### src/rtl/if_fetch_pkg.sv
// if_fetch_pkg: shared widths, PC constants and buffer entry type for the fetch stage.
// Revision 1.0
`default_nettype none

package if_fetch_pkg;

  localparam int XLEN       = 32;
  localparam int INST_WIDTH = 32;

  localparam logic [XLEN-1:0] PC_STEP          = XLEN'(4);
  localparam logic [XLEN-1:0] RESET_PC_DEFAULT = '0;

  typedef struct packed {
    logic [INST_WIDTH-1:0] inst;
    logic [XLEN-1:0]       pc;
  } fetch_entry_t;

  function automatic logic [XLEN-1:0] word_align(input logic [XLEN-1:0] a);
    return {a[XLEN-1:2], 2'b00};
  endfunction

endpackage

`default_nettype wire

### src/rtl/if_fetch_fifo.sv
// if_fetch_fifo: synchronous instruction buffer with push/pop/flush, count and head outputs.
// Revision 1.0
`default_nettype none

module if_fetch_fifo
  import if_fetch_pkg::*;
#(
  parameter int DEPTH = 2,
  parameter int CNT_W = $clog2(DEPTH + 1)
) (
  input  logic               clk,
  input  logic               rst_n,
  input  logic               i_push,
  input  fetch_entry_t       i_data,
  input  logic               i_pop,
  input  logic               i_flush,
  output logic [CNT_W-1:0]   o_count,
  output fetch_entry_t       o_head
);

  localparam int c_PTR_W = (DEPTH > 1) ? $clog2(DEPTH) : 1;

  fetch_entry_t            r_mem [DEPTH];
  logic [c_PTR_W-1:0]      r_wr_ptr;
  logic [c_PTR_W-1:0]      r_rd_ptr;
  logic [CNT_W-1:0]        r_count;
  logic                    w_do_pop;
  logic                    w_do_push;

  // A pop in the same cycle frees the slot a full-buffer push needs.
  assign w_do_pop  = i_pop & (r_count != '0);
  assign w_do_push = i_push & ((r_count < CNT_W'(DEPTH)) | w_do_pop);

  function automatic logic [c_PTR_W-1:0] ptr_inc(input logic [c_PTR_W-1:0] p);
    return (p == c_PTR_W'(DEPTH - 1)) ? '0 : p + c_PTR_W'(1);
  endfunction

  always_ff @(posedge clk or negedge rst_n) begin
    if (!rst_n) begin
      r_wr_ptr <= '0;
      r_rd_ptr <= '0;
      r_count  <= '0;
    end else if (i_flush) begin
      r_wr_ptr <= '0;
      r_rd_ptr <= '0;
      r_count  <= '0;
    end else begin
      if (w_do_push) r_wr_ptr <= ptr_inc(r_wr_ptr);
      if (w_do_pop)  r_rd_ptr <= ptr_inc(r_rd_ptr);
      unique case ({w_do_push, w_do_pop})
        2'b10:   r_count <= r_count + CNT_W'(1);
        2'b01:   r_count <= r_count - CNT_W'(1);
        default: r_count <= r_count;
      endcase
    end
  end

  always_ff @(posedge clk) begin
    if (w_do_push && !i_flush) r_mem[r_wr_ptr] <= i_data;
  end

  assign o_count = r_count;
  assign o_head  = r_mem[r_rd_ptr];

endmodule

`default_nettype wire

### src/rtl/if_fetch.sv
// if_fetch: fetch PC, credit-limited imem req/gnt/rvalid interface, redirect kill tracking.
// Revision 1.0
`default_nettype none

module if_fetch
  import if_fetch_pkg::*;
#(
  parameter logic [XLEN-1:0] RESET_PC   = RESET_PC_DEFAULT,
  parameter int              FIFO_DEPTH = 2
) (
  input  logic                  clk,
  input  logic                  rst,
  output logic                  imem_req,
  output logic [XLEN-1:0]       imem_addr,
  input  logic                  imem_gnt,
  input  logic                  imem_rvalid,
  input  logic [XLEN-1:0]       imem_rdata,
  input  logic                  redirect,
  input  logic [XLEN-1:0]       redirect_pc,
  output logic                  inst_valid,
  input  logic                  inst_ready,
  output logic [INST_WIDTH-1:0] instruction,
  output logic [XLEN-1:0]       inst_pc
);

  localparam int c_CNT_W = $clog2(FIFO_DEPTH + 1);

  logic [XLEN-1:0]    r_fetch_pc;
  logic [XLEN-1:0]    r_resp_pc;
  logic [c_CNT_W-1:0] r_out_cnt;
  logic [c_CNT_W-1:0] r_kill_cnt;

  logic [c_CNT_W-1:0] w_fifo_count;
  logic [c_CNT_W:0]   w_pending;
  logic [c_CNT_W:0]   w_kill_redir;
  logic [c_CNT_W+1:0] w_used;
  logic               w_gnt_hs;
  logic               w_rsp;
  logic               w_rsp_keep;
  fetch_entry_t       w_push_data;
  fetch_entry_t       w_head;

  assign w_pending = {1'b0, r_out_cnt} + {1'b0, r_kill_cnt};
  assign w_used    = {2'b00, w_fifo_count} + {1'b0, w_pending};

  // Killed words still occupy credit until they come back.
  assign imem_req  = rst & ~redirect & (w_used < (c_CNT_W + 2)'(FIFO_DEPTH));
  assign imem_addr = r_fetch_pc;

  assign w_gnt_hs     = imem_req & imem_gnt;
  assign w_rsp        = imem_rvalid & (w_pending != '0);
  assign w_rsp_keep   = w_rsp & (r_kill_cnt == '0);
  assign w_kill_redir = w_pending - (c_CNT_W + 1)'(w_rsp);
  assign w_push_data  = '{inst: imem_rdata, pc: r_resp_pc};

  always_ff @(posedge clk or negedge rst) begin
    if (!rst) begin
      r_fetch_pc <= RESET_PC;
      r_resp_pc  <= RESET_PC;
      r_out_cnt  <= '0;
      r_kill_cnt <= '0;
    end else if (redirect) begin
      r_fetch_pc <= word_align(redirect_pc);
      r_resp_pc  <= word_align(redirect_pc);
      r_out_cnt  <= '0;
      r_kill_cnt <= w_kill_redir[c_CNT_W-1:0];
    end else begin
      if (w_gnt_hs)   r_fetch_pc <= r_fetch_pc + PC_STEP;
      if (w_rsp_keep) r_resp_pc  <= r_resp_pc + PC_STEP;
      if (w_rsp && r_kill_cnt != '0) r_kill_cnt <= r_kill_cnt - c_CNT_W'(1);
      unique case ({w_gnt_hs, w_rsp_keep})
        2'b10:   r_out_cnt <= r_out_cnt + c_CNT_W'(1);
        2'b01:   r_out_cnt <= r_out_cnt - c_CNT_W'(1);
        default: r_out_cnt <= r_out_cnt;
      endcase
    end
  end

  if_fetch_fifo #(
    .DEPTH (FIFO_DEPTH),
    .CNT_W (c_CNT_W)
  ) u_fifo (
    .clk     (clk),
    .rst_n   (rst),
    .i_push  (w_rsp_keep & ~redirect),
    .i_data  (w_push_data),
    .i_pop   (inst_valid & inst_ready & ~redirect),
    .i_flush (redirect),
    .o_count (w_fifo_count),
    .o_head  (w_head)
  );

  assign inst_valid  = (w_fifo_count != '0);
  assign instruction = inst_valid ? w_head.inst : '0;
  assign inst_pc     = inst_valid ? w_head.pc   : '0;

`ifndef SYNTHESIS
  a_rvalid_needs_pending: assert property (@(posedge clk) disable iff (!rst)
    imem_rvalid |-> (w_pending != '0));
`endif

endmodule

`default_nettype wire

### config.mk
export PLATFORM = sky130hd
export DESIGN_NAME = if_fetch
export DESIGN_NICKNAME = d
export VERILOG_FILES = /design/src/rtl/if_fetch_pkg.sv /design/src/rtl/if_fetch_fifo.sv /design/src/rtl/if_fetch.sv
export SDC_FILE = /design/constraint.sdc
export NUM_CORES = 1
export LEC_CHECK = 0
export BUFFER_PORTS_ARGS = -buffer_cell sky130_fd_sc_hd__clkbuf_2
export CORE_AREA = 2 2 127 129
export CTS_CLUSTER_DIAMETER = 150
export DETAILED_ROUTE_END_ITERATION = 10
export DIE_AREA = 0 0 129 131
export GPL_TIMING_DRIVEN = 0
export MAX_ROUTING_LAYER = met4
export PLACE_DENSITY = 0.84
export SETUP_SLACK_MARGIN = 0.3
export SLEW_MARGIN = 20
export SYNTH_ARGS = -nofsm -noshare
export SYNTH_HDL_FRONTEND = slang
export SYNTH_HIERARCHICAL = 1
export SYNTH_SLANG_ARGS = --single-unit
### constraint.sdc
create_clock -name clk -period 14.5 [get_ports clk]
set_clock_uncertainty 0.2 [all_clocks]
set_input_delay 1.45 -clock clk [delete_from_list [all_inputs] [get_ports clk]]
set_output_delay 1.45 -clock clk [all_outputs]
set_load 0.03 [all_outputs]
# Word-level counts from Yosys, hierarchy flattened
# Memories as Yosys holds them, arrays and structs flattened.
# Index checks and enable logic that the tools add are counted.
# op_classes
n_addsub,12
n_mux,20
n_eq_ne,4
n_reduce_logical,14
n_lt_le_gt_ge,2
n_bitwise,12
# op_table
op,n
2-to-1 mux 32 bit,6
adder 32 x 3 -> 32 bit (second input constant),2
nonzero test 2 bit,7
AND 1 bit,10
nonzero test 3 bit,3
2-to-1 mux 1 bit,8
2-to-1 mux 2 bit,4
case mux 2 bit (2 select lines),2
subtractor 2 x 1 -> 2 bit (second input constant),3
adder 2 x 1 -> 2 bit (second input constant),2
adder 2 x 3 -> 4 bit,1
equality test 2 x 1 -> 1 bit (second input constant),2
equality test 2 bit (second input constant),2
< comparator 4 x 2 -> 1 bit (second input constant),1
adder 2 x 2 -> 3 bit,1
adder 1 bit (second input constant),2
logical AND 1 bit,2
logical NOT 2 bit,1
< comparator 2 bit (second input constant),1
subtractor 2 x 1 -> 2 bit,1
logical NOT 1 bit,1
inverter 1 bit,1
bitwise OR 1 bit,1
# totals
inputBits,70
register_bits,72
wordCells,72
ramBits,128
mem_count,1
# memory_table
memory,words,word_bits,read_ports,rd_clocked_by_memory_dff,wr,line_no,text
u_fifo.r_mem,2,64,1,0,1,if_fetch_fifo.sv:23,fetch_entry_t r_mem [DEPTH];

# Longest topological paths before layout
# Gate-level depths: netlist of the first run.
# logic_depth
word_depth,9
depth_mapped,11
mapped_depth_nobuf,8

# By module
# The synthesis of the first run kept the hierarchy.
# modules_own_cells
mod,cells_per_inst,seq_area_each_um2,n_inst,area_each_um2
if_fetch_fifo,223,3943.8,1,4838.4
if_fetch,496,1601.5,1,4357.9

# Worst setup path before layout of the first run
# Ideal clock, no wire load.
# synth_path
kind,input -> register
start,in redirect
end,mem u_fifo/r_mem[1][0] in the netlist's numbering (enable)
setup_ns,0.578
setup_slack_ns,6.622
arrival_ns,7.101
stages,6
t_required_ns,13.722
cell_sequence,buf_2 > clkinv_1 > clkbuf_1 > and3_1 > o21ai_0 > nor3b_1
# synth_between
elab_chain_cells,8
elab_cells_between_ends,10
cone_classes,2 x mux; 6 x bitwise; 2 x reduce/logical
# synth_lines
item,line_no,text
"start, declared",if_fetch.sv:18,"input logic redirect,"
inverter 1 bit,"if_fetch.sv:85, if_fetch.sv:87",
AND 1 bit,if_fetch.sv:87,".i_pop (inst_valid & inst_ready & ~redirect),"
AND 1 bit,if_fetch_fifo.sv:31,assign w_do_pop = i_pop & (r_count != '0);
bitwise OR 1 bit,if_fetch_fifo.sv:32,assign w_do_push = i_push & ((r_count < CNT_W'(DEPTH)) | w_do_pop);
AND 1 bit,if_fetch_fifo.sv:32,
logical AND 1 bit (*),if_fetch_fifo.sv:59,if (w_do_push && !i_flush) r_mem[r_wr_ptr] <= i_data;
2-to-1 mux 1 bit (*),if_fetch_fifo.sv:59,
2-to-1 mux 1 bit (not written as such) (*),if_fetch_fifo.sv:59,
"end, declared",if_fetch_fifo.sv:23,
# Every way passes the cells marked *; elsewhere a longest branch is shown, timed or not.

# Worst setup path in the final report of the first run
# layout_path
start,reg r_out_cnt[0]
end,out imem_req
# layout_between
elab_chain_cells,4
# layout_lines
item,line_no,text
"start, declared",if_fetch.sv:30,logic [c_CNT_W-1:0] r_out_cnt;
"start signal, assigned",if_fetch.sv:72,2'b10: r_out_cnt <= r_out_cnt + c_CNT_W'(1);
"start signal, assigned",if_fetch.sv:73,2'b01: r_out_cnt <= r_out_cnt - c_CNT_W'(1);
"start signal, assigned",if_fetch.sv:74,default: r_out_cnt <= r_out_cnt;
adder 2 x 2 -> 3 bit,if_fetch.sv:43,"assign w_pending = {1'b0, r_out_cnt} + {1'b0, r_kill_cnt};"
adder 2 x 3 -> 4 bit,if_fetch.sv:44,"assign w_used = {2'b00, w_fifo_count} + {1'b0, w_pending};"
< comparator 4 x 2 -> 1 bit,if_fetch.sv:47,assign imem_req = rst & ~redirect & (w_used < (c_CNT_W + 2)'(FIFO_DEPTH));
AND 1 bit,if_fetch.sv:47,
"end, declared",if_fetch.sv:13,"output logic imem_req,"
# Every way passes these cells.

==> results.ini, run 1 <==
[timing]
timing.final.crit_period_ps = 4810
finalMaxSlewViolations = 0
hold_viol = 0
maxSlewHeadroom_pct = 34.0
tightest_slew_ps = 981
clock.fmax_mhz = 208
setup_viol = 0
rsz0062_at_grt = false
post-route-period-util_pct = 33.2
setup_tns_ps = 0

[pwr]
combPwrFrac_pct = 19.5
irDropWorstVdd_mv = 0.0883
p_int_mw = 1.00
pwr-share-seq_pct = 47.5
power.density_nw_per_um2 = 129
clkPwrFrac_pct = 33.0
sw_frac_of_total_pct = 29.5
switching_power_mw = 0.419
p_leak_nw = 4.32

[global_routing]
antenna_found_initial = 0
grt_pass1_wl_um = 32600
grt_pass1_vias = 6357
grt.overflow.total = 0
track_usage_pct = 26.3
grt_max_degree = 38

[routing]
vias_per_cell = 5.71
wl_um = 21000
wl_per_cell_um = 18.3
dr.pass1.iters = 5
drc = 0
num_vias = 6563
drt-initial-drc-count = 509
ant_nets = 0

[clock_network]
clockBufferDepth = 2
cts-buffers-inserted = 17
clk_latency_ps = 430
clk_pin_slew_ps = 70
postCtsHoldBufs = 0
cts_root_buf = clkbuf_16
cts_tree = built
post_cts_buffers = 0
numClockSinks = 196
htreeDepth = 4
post_cts_resized = 0

[run_status]
status = finished, final reports clean

[worst_setup_path]
cpPeakStageDelay_ps = 580
path_cells = ha_1 > fa_1 > fa_1 > nand2b_1 > o21a_1 > clkbuf_1 > nor2_1 > clkbuf_2
endpoint_kind = output port
critical_path_class = flip-flop to output port
start_kind = flip-flop
worstPathArrival_ps = 3160
cp_max_fo = 10
cp_common_cell = fa_1
required_ps = 12850
critical-path-slowest-cell = fa_1

[synth]
synth_area_per_cell_sq_um = 12.8
yosysWarnings = 6
async_flop_share_pct = 34.7
ys_types = 59
synth-main-ff-cell = edfxtp_1
ys_ff_latch = 196
synth-edff-count = 128
syn-instance-count = 719
synth-seq-area-share_pct = 60.3
netlist_area_sq_um = 9200

[min_path]
hp-class = flip-flop to flip-flop

[floorplan]
placementRows = 46
die_h_um = 131
die_area_sq_um = 16900
die_w_um = 129
start_util_pct = 59.0
io_pins = 168
core-area_sq_um = 15600

[final_layout]
mostFrequentLayoutCells = 162 x clkbuf_2, 128 x edfxtp_1, 77 x mux2_2
drive_above_1_share_pct = 33.4
num_antenna_cells = 0
final_common_cell = clkbuf_2
fillers = 1117
syn_to_final_growth_pct = 20.0
final_core_util_pct = 70.7
postLayoutCellArea_sq_um = 11000
nets = 998

[place]
hpwl_um = 15600
placed_cell_area_sq_um = 10400
globalplace.congestion = 0.927
port-buffer-count = 163

[run]
maxCapViolations = 0

-- power by group through the flow --
stage / combinational, mW / sequential (mW) / clock [mW]
finish: 0.277 / 0.675 / 0.470
global route: 0.303 / 0.680 / 0.497
CTS: 0.277 / 0.674 / 0.476
detailed placement: 0.276 / 0.685 / 0
floorplan: 0.171 / 0.698 / 0
global placement: 0.267 / 0.685 / 0
-- worst max-delay path, delay by kind of cell (launching register included) --
kind	cells	cell delay (ps)
buffers and inverters	2	640
adders and majority gates	3	1240
DFF	1	420
AOI/OAI and AO/OA	1	220
and+or+nand+nor	2	200
-- path summary, 6_finish.rpt --
| kind | start | to | slack (ps) | cells after the start |
|---|---|---|---|---|
| worst max-delay path | r_out_cnt[0] | imem_req | 9690 | 8 |
| worst min-delay path | r_resp_pc[31] | u_fifo/r_mem[0][31] | 300 | 0 |
| worst max register to register | r_out_cnt[0] | u_fifo/r_mem[0][49] | 10530 | 10 |
| worst min register to register | r_resp_pc[31] | u_fifo/r_mem[0][31] | 300 | 0 |
| max in group asynchronous | rst | r_resp_pc[11] | 12700 | 2 |
| min in group asynchronous | rst | imem_addr[30] | 820 | 1 |
-- metal layers --
metal | track usage, % | vias to the layer above | wire [um]
met3 | 5.70 | 42 | 1720
met2 | 42.1 | 340 | 9890
met4 | 9.85 | 0 | 521
met5 | - | - | 0
met1 | 33.2 | 3137 | 8870
li1 | - | 3044 | -
-- cell usage after synthesis, drive strengths merged, types with 2 or more instances --
cell type | instances | share of area, %
xor2 | 21 | 2.0
a21boi | 7 | 0.57
nor2 | 30 | 1.2
mux2 | 77 | 9.4
or3 | 3 | 0.20
a31oi | 3 | 0.20
and2 | 68 | 4.6
and4 | 4 | 0.38
xnor2 | 21 | 2.0
o21a | 2 | 0.16
nand3 | 25 | 1.5
nor4 | 12 | 1.3
nand4 | 24 | 1.8
ha | 6 | 0.82
a21o | 3 | 0.26
fa | 2 | 0.44
o21ai | 29 | 1.6
nand2 | 54 | 2.2
nand4b | 2 | 0.19
and3 | 11 | 0.75
nand2b | 5 | 0.34
or4 | 6 | 0.53
dfrtp | 68 | 19
o31a | 3 | 0.29
o211ai | 10 | 0.82
edfxtp | 128 | 42
buf | 16 | 1.0
o41ai | 3 | 0.29
o311ai | 6 | 0.76
a21oi | 12 | 0.65
nor3 | 12 | 0.65
inv | 12 | 0.49
nor2b | 3 | 0.20
clkbuf | 17 | 0.69
-- registers in the layout (all words and copies together), names as in the netlist --
name	count
imem_addr	30
u_fifo/o_count	2
r_resp_pc	30
r_out_cnt	2
u_fifo/r_mem	128
r_kill_cnt	2
u_fifo/r_rd_ptr	1
u_fifo/r_wr_ptr	1
-- logic make-up after synthesis --
group | after synthesis | synth area share, %
compound gates | 84 | 6.18
xor+xnor | 42 | 4.00
fa+ha+maj | 8 | 1.25
buf+inv | 46 | 2.26
flops | 196 | 60.3
mux | 79 | 9.78
other cells | 1 | 0.0408
simple gates | 263 | 16.2
-- area by class of cell --
cell class	count	area [sq um]	area share, %
Tap cell	216	270	2.45
Clock inverter	13	159	1.44
Inverter	13	48.8	0.442
Multi-Input combinational cell	482	3470	31.5
Buffer	33	159	1.44
Timing Repair Buffer	177	947	8.58
Sequential cell	196	5550	50.3
Clock buffer	19	433	3.92
-- per-stage QoR --
stage	instances	power (mW)	hold slack, ps	setup slack, ps
2_1_floorplan	724	0.870	262	6620
3_3_place_gp	1103	0.952	277	3760
3_5_place_dp	1117	0.961	283	9390
4_1_cts	1149	1.43	302	9680
5_1_grt	1149	1.48	327	9550
6_report	1149	1.42	298	9690
No activity file was read; power rests on OpenSTA's default activity.
==> inputs of run 2 (changes only) <==
--- a/config.mk
+++ b/config.mk
@@ -5,14 +5,15 @@
 export SDC_FILE = /design/constraint.sdc
 export NUM_CORES = 1
 export LEC_CHECK = 0
+export ABC_AREA = 1
 export BUFFER_PORTS_ARGS = -buffer_cell sky130_fd_sc_hd__clkbuf_2
-export CORE_AREA = 2 2 127 129
+export CORE_AREA = 2 2 144 146
 export CTS_CLUSTER_DIAMETER = 150
 export DETAILED_ROUTE_END_ITERATION = 10
-export DIE_AREA = 0 0 129 131
+export DIE_AREA = 0 0 146 148
 export GPL_TIMING_DRIVEN = 0
 export MAX_ROUTING_LAYER = met4
-export PLACE_DENSITY = 0.84
+export PLACE_DENSITY = 0.75
 export SETUP_SLACK_MARGIN = 0.3
 export SLEW_MARGIN = 20
 export SYNTH_ARGS = -nofsm -noshare
==> constraint.sdc (replaced) <==
create_clock -name clk -period 4.01 [get_ports clk]
set_clock_uncertainty 0.2 [all_clocks]
set_input_delay 0.401 -clock clk [delete_from_list [all_inputs] [get_ports clk]]
set_output_delay 0.401 -clock clk [all_outputs]
set_load 0.03 [all_outputs]
==> run 2 against run 1 <==
Net effect:
- die area is 28% higher
- flip-flop and latch count stayed put
- total power increased to 4.5 times the previous value
- largest power group unchanged
- worst setup slack worse by 9100 ps
- core utilization down 8.9 points
- global-route usage down 0.55 points
==> results.ini, run 2 <==
[routing]
drc = 0
drt-initial-drc-count = 544
ant_nets = 0
vias_per_cell = 5.03
wl_per_cell_um = 15.4
dr.pass1.iters = 5
wl_um = 26400
num_vias = 8650

[clock_network]
clk_latency_ps = 440
clockBufferDepth = 2
cts_root_buf = clkbuf_16
cts_tree = built
clk_pin_slew_ps = 80
numClockSinks = 196
cts-buffers-inserted = 17
htreeDepth = 4

[worst_setup_path]
required_ps = 3960
critical_path_class = flip-flop to flip-flop
endpoint_kind = flip-flop
r2r-end = u_fifo/r_mem[0][30]
critical-path-slowest-cell = fa_1
path_cells = ha_1 > fa_1 > nor2_1 > nand2_2 > nand3_4 > inv_2 > nand2_2 > clkinvlp_4 > nand2_2 > inv_1 > nand2_1 > nor2_4 > buf_4 > buf_16
cp_common_cell = nand2_2
worstPathArrival_ps = 3360
cp_max_fo = 19
start_kind = flip-flop
crit_start = r_out_cnt[0]
regToRegSetupSlack_ps = 590
rr_worst_depth = 14
r2r_start = r_out_cnt[0]
cpPeakStageDelay_ps = 590
cp-endpoint = u_fifo/r_mem[0][30]

[final_layout]
mostFrequentLayoutCells = 464 x nand2_1, 162 x clkbuf_2, 159 x nor2_1
final_common_cell = nand2_1
layout.cells.non_filler = 1719
drive_above_1_share_pct = 18.8
largest_reg_flops = 128
fillers = 1697
nets = 1514
regMostFlops = u_fifo/r_mem
num_antenna_cells = 0
postLayoutCellArea_sq_um = 12400
syn_to_final_growth_pct = 22.9

[global_routing]
grt_pass1_vias = 8439
grt_max_degree = 49
track_usage_pct = 25.7
grt_pass1_wl_um = 42400
antenna_found_initial = 0
grt.overflow.total = 0

[synth]
synth.most_common_cell = nand2_1
yosys-top-cells-area = edfxtp_1 38%, nand2_1 17%, dfrtp_1 17%
ys_types = 41
async_flop_share_pct = 34.7
synth_top_area_share_pct = 38.1
yosysWarnings = 6
synth-seq-area-share_pct = 54.9
netlist_area_sq_um = 10100
yosysTopAreaCell = edfxtp_1
synth_area_per_cell_sq_um = 8.39
ys_ff_latch = 196
syn-instance-count = 1203
synth.top_cells.by_count = 464 x nand2_1, 161 x nor2_1, 128 x edfxtp_1, 128 x inv_1, 68 x dfrtp_1
synth-edff-count = 128
synth-main-ff-cell = edfxtp_1

[place]
port-buffer-count = 163
globalplace.congestion = 0.989
post-place-cells = 1646
placed_cell_area_sq_um = 11400
hpwl_um = 18700

[timing]
rsz0062_at_grt = false
post-route-period-util_pct = 85.2
clock.fmax_mhz = 293
hold_viol = 0
maxSlewHeadroom_pct = 51.7
timing.final.crit_period_ps = 3420
finalMaxSlewViolations = 0
tightest_slew_ps = 724
setup_viol = 0

[pwr]
irDropWorstVdd_mv = 0.346
sw_frac_of_total_pct = 38.8
combPwrFrac_pct = 31.9
totalPowerFinal_mw = 6.46
switching_power_mw = 2.51
p_leak_nw = 5.78
pwr-share-seq_pct = 42.4
power.density_nw_per_um2 = 521
clkPwrFrac_pct = 25.7
p_int_mw = 3.95

[floorplan]
placementRows = 52
io_pins = 168
die_h_um = 148
start_util_pct = 50.4
core-area_sq_um = 20000
die_area_sq_um = 21600
die_w_um = 146

[run]
maxCapViolations = 0

[min_path]
hp-class = primary input to flip-flop

[run_status]
status = finished, final reports clean

-- run 2: power by group through the flow --
stage | sequential [mW] | combinational (mW) | clock, mW
after floorplan | 2.80 | 1.32 | 0
after global placement | 2.76 | 1.94 | 0
after detailed placement | 2.77 | 2.00 | 0
after CTS | 2.73 | 2.05 | 1.68
after global routing | 2.78 | 2.27 | 1.76
final | 2.74 | 2.06 | 1.66
-- run 2: layout make-up --
cell class              count  area [sq um]  area share [%]
plain buffers              39           258            2.08
clock buffers              18           429            3.46
clock inverters            14           144            1.16
inverters                 136           522            4.21
multi-input cells         838          3820            30.8
flip-flops and latches    196          5550            44.7
well taps                 270           338            2.72
repair buffers            208          1350            10.9
-- run 2: kinds of logic after synthesis --
| group | after synthesis | synth area share (%) |
|---|---|---|
| flops | 196 | 54.9 |
| fa+ha+maj | 8 | 1.14 |
| simple gates | 720 | 29.4 |
| xor+xnor | 31 | 2.69 |
| other cells | 1 | 0.0372 |
| buf+inv | 175 | 7.69 |
| compound gates | 72 | 4.10 |
-- run 2: worst min path at each step --
stage / start / end / slack (ps) / cells past startpoint
finish: redirect_pc[22] / imem_addr[22] / 20 / 3
global route: redirect_pc[29] / imem_addr[29] / 40 / 3
CTS: redirect_pc[22] / imem_addr[22] / 10 / 3
detailed placement: rst / imem_addr[31] / 170 / 1
global placement: r_resp_pc[9] / u_fifo/r_mem[0][9] / 320 / 0
floorplan: rst / imem_addr[10] / -90 / 0
-- run 2: critical path: cells and delay by family (launching register included) --
family	cells	cell delay, ps
simple gates	7	870
flops	1	440
fa+ha+maj	2	830
buf+inv	5	780
-- run 2: per-layer routing --
| metal | wire length [um] | GRT usage, % | share of wire, % |
|---|---|---|---|
| met4 | 598 | 9.42 | 2.3 |
| met3 | 1710 | 3.83 | 6.5 |
| met1 | 11300 | 32.1 | 43 |
| met2 | 12800 | 43.0 | 48 |
| met5 | 0 | - | 0 |
-- run 2: timing repair --
item,4_1_cts,5_1_grt
gates resized for setup,1,1
setup buffers,4,3
hold endpoints to repair,85,0
endpoints found under the setup margin,84,63
hold buffers,33,0
pin swaps,2,0
cloned,1,0
-- run 2: metrics by stage --
step	setup WS [ps]	util [%]	hold slack, ps	setup TNS [ps]
finish	595	61.9	15.3	0
global route	424	61.9	35.2	0
CTS	370	61.8	14.8	0
detailed placement	73.2	56.9	166	0
global placement	-493	56.3	324	-52780
floorplan	353	-	-94.6	0
==> inputs of run 3 (changes only) <==
--- a/config.mk
+++ b/config.mk
@@ -12,7 +12,6 @@
 export DETAILED_ROUTE_END_ITERATION = 10
 export DIE_AREA = 0 0 146 148
 export GPL_TIMING_DRIVEN = 0
-export MAX_ROUTING_LAYER = met4
 export PLACE_DENSITY = 0.75
 export SETUP_SLACK_MARGIN = 0.3
 export SLEW_MARGIN = 20
==> run 3 against run 2 <==
Net effect:
- clock power is 7% higher
- sequential share of layout area hardly changed
- first-iteration DRC count increased by 11%
- via count down 0.80%
- critical path depth down 1
- critical path type unchanged
- core utilization about the same
- largest cell class unchanged
- cell count fell by 0.29%
- sequential power is essentially flat
- combinational power about the same
- total power up 1.2%
- global-route usage decreased by 1.4 points
==> results.ini, run 3 (synthesis results as in run 2) <==
[final_layout]
num_antenna_cells = 0
register_area_sq_um = 5550
regMostFlops = u_fifo/r_mem
mostFrequentLayoutCells = 464 x nand2_1, 162 x clkbuf_2, 159 x nor2_1
final_common_cell = nand2_1
syn_to_final_growth_pct = 22.9
largest_reg_flops = 128
nets = 1509
multi_input_area_sq_um = 3800
fillers = 1697
drive_above_1_share_pct = 18.5

[floorplan]
die_area_sq_um = 21600
die_w_um = 146
core-area_sq_um = 20000
die_h_um = 148
io_pins = 168
start_util_pct = 50.4
placementRows = 52

[worst_setup_path]
critical_path_class = flip-flop to flip-flop
r2r_start = r_out_cnt[0]
regToRegSetupSlack_ps = 430
start_kind = flip-flop
cp_max_fo = 25
endpoint_kind = flip-flop
worstPathArrival_ps = 3520
rr_worst_depth = 13
required_ps = 3950
r2r-end = u_fifo/r_mem[0][40]

[routing]
vias_per_cell = 5.01
num_vias = 8581
dr.pass1.iters = 5
ant_nets = 0
wl_per_cell_um = 15.0
drt-initial-drc-count = 603
wl_um = 25700
drc = 0

[clock_network]
cts-buffers-inserted = 17
post_cts_resized = 0
clockBufferDepth = 2
numClockSinks = 196
cts_root_buf = clkbuf_16
clk_latency_ps = 440
clk_pin_slew_ps = 80
cts_tree = built
htreeDepth = 4

[pwr]
power.density_nw_per_um2 = 527
p_leak_nw = 5.80
irDropWorstVdd_mv = 0.343

[timing]
setup_slack_ps = 434
tightest_slew_ps = 650
hold_viol = 0
finalMaxSlewViolations = 0
timing.final.crit_period_ps = 3580
maxSlewHeadroom_pct = 56.7
clock.fmax_mhz = 280
holdWs_ps = 19.6
rsz0062_at_grt = false
post-route-period-util_pct = 89.2
setup_viol = 0

[global_routing]
grt_pass1_vias = 8270
track_usage_pct = 24.3
grt_max_degree = 37
antenna_found_initial = 0
grt.overflow.total = 0
grt_pass1_wl_um = 41300

[run]
maxCapViolations = 0

[run_status]
status = finished, final reports clean

[place]
globalplace.congestion = 0.984
port-buffer-count = 163
hpwl_um = 18800
dp_slack_ps = 190

[min_path]
worstHoldStart = redirect_pc[8]
worstHoldPathCells = 3
hold_path_end = r_resp_pc[8]
hp-class = primary input to flip-flop

[run 3: metal layers]
metal	global-route usage (%)	wire length [um]	share of wire, %
met4	7.96	667	2.6
met1	32.0	11000	43
met3	3.77	1780	6.9
met2	41.6	12300	48
met5	0	0	0
[run 3: worst max-delay path by stage]
stage / start / to / slack, ps / cells after the start
floorplan: r_out_cnt[0] / u_fifo/r_mem[0][0] / 350 / 12
global placement: r_out_cnt[0] / u_fifo/r_mem[0][34] / -470 / 12
detailed placement: r_out_cnt[0] / u_fifo/r_mem[1][34] / 190 / 13
CTS: r_out_cnt[0] / u_fifo/r_mem[1][15] / 480 / 13
global route: r_out_cnt[0] / u_fifo/r_mem[0][42] / 300 / 13
finish: r_out_cnt[0] / u_fifo/r_mem[0][40] / 430 / 13
[run 3: area by class of cell]
| type | count | share of cell area [%] |
|---|---|---|
| Buffer | 39 | 2.08 |
| Timing Repair Buffer | 204 | 10.7 |
| Clock inverter | 15 | 1.53 |
| Tap cell | 270 | 2.72 |
| Clock buffer | 17 | 3.43 |
| Inverter | 136 | 4.18 |
| Sequential cell | 196 | 44.7 |
| Multi-Input combinational cell | 837 | 30.7 |
[run 3: repair_timing]
| item | in CTS | in global routing |
|---|---|---|
| endpoints found under the hold margin | 97 | 0 |
| endpoints found under the setup margin | 69 | 0 |
| hold buffers | 33 | 0 |
| setup buffers | 2 | 0 |
[run 3: critical path: stages, from the launching register on]
cell and delay [ps]:
dfrtp_1 420, ha_1 230, fa_1 600, nor2_1 80, nand2_2 90, nand3_4 130
inv_2 200, nand2_2 140, inv_1 320, nand2_2 150, inv_1 100, nand2_1 100
nor2_4 260, buf_12 230
[run 3: metrics by stage]
step | area, sq um | TNS (ps) | instances | utilization, % | total power, mW
2_1_floorplan | 10100 | 0 | 1208 | - | 4.11
3_3_place_gp | 11300 | -49410 | 1641 | 56.3 | 4.69
3_5_place_dp | 11400 | 0 | 1647 | 57.0 | 4.76
4_1_cts | 12400 | 0 | 1714 | 61.9 | 6.54
5_1_grt | 12400 | 0 | 1714 | 61.9 | 6.88
6_report | 12400 | 0 | 1714 | 61.9 | 6.54
[run 3: where the power goes]
group	leakage (nW)	internal, mW	total [mW]	switching [mW]
Sequential	1.98	2.43	2.73	0.305
Combinational	3.53	0.637	2.03	1.39
Clock	0.297	0.949	1.77	0.825
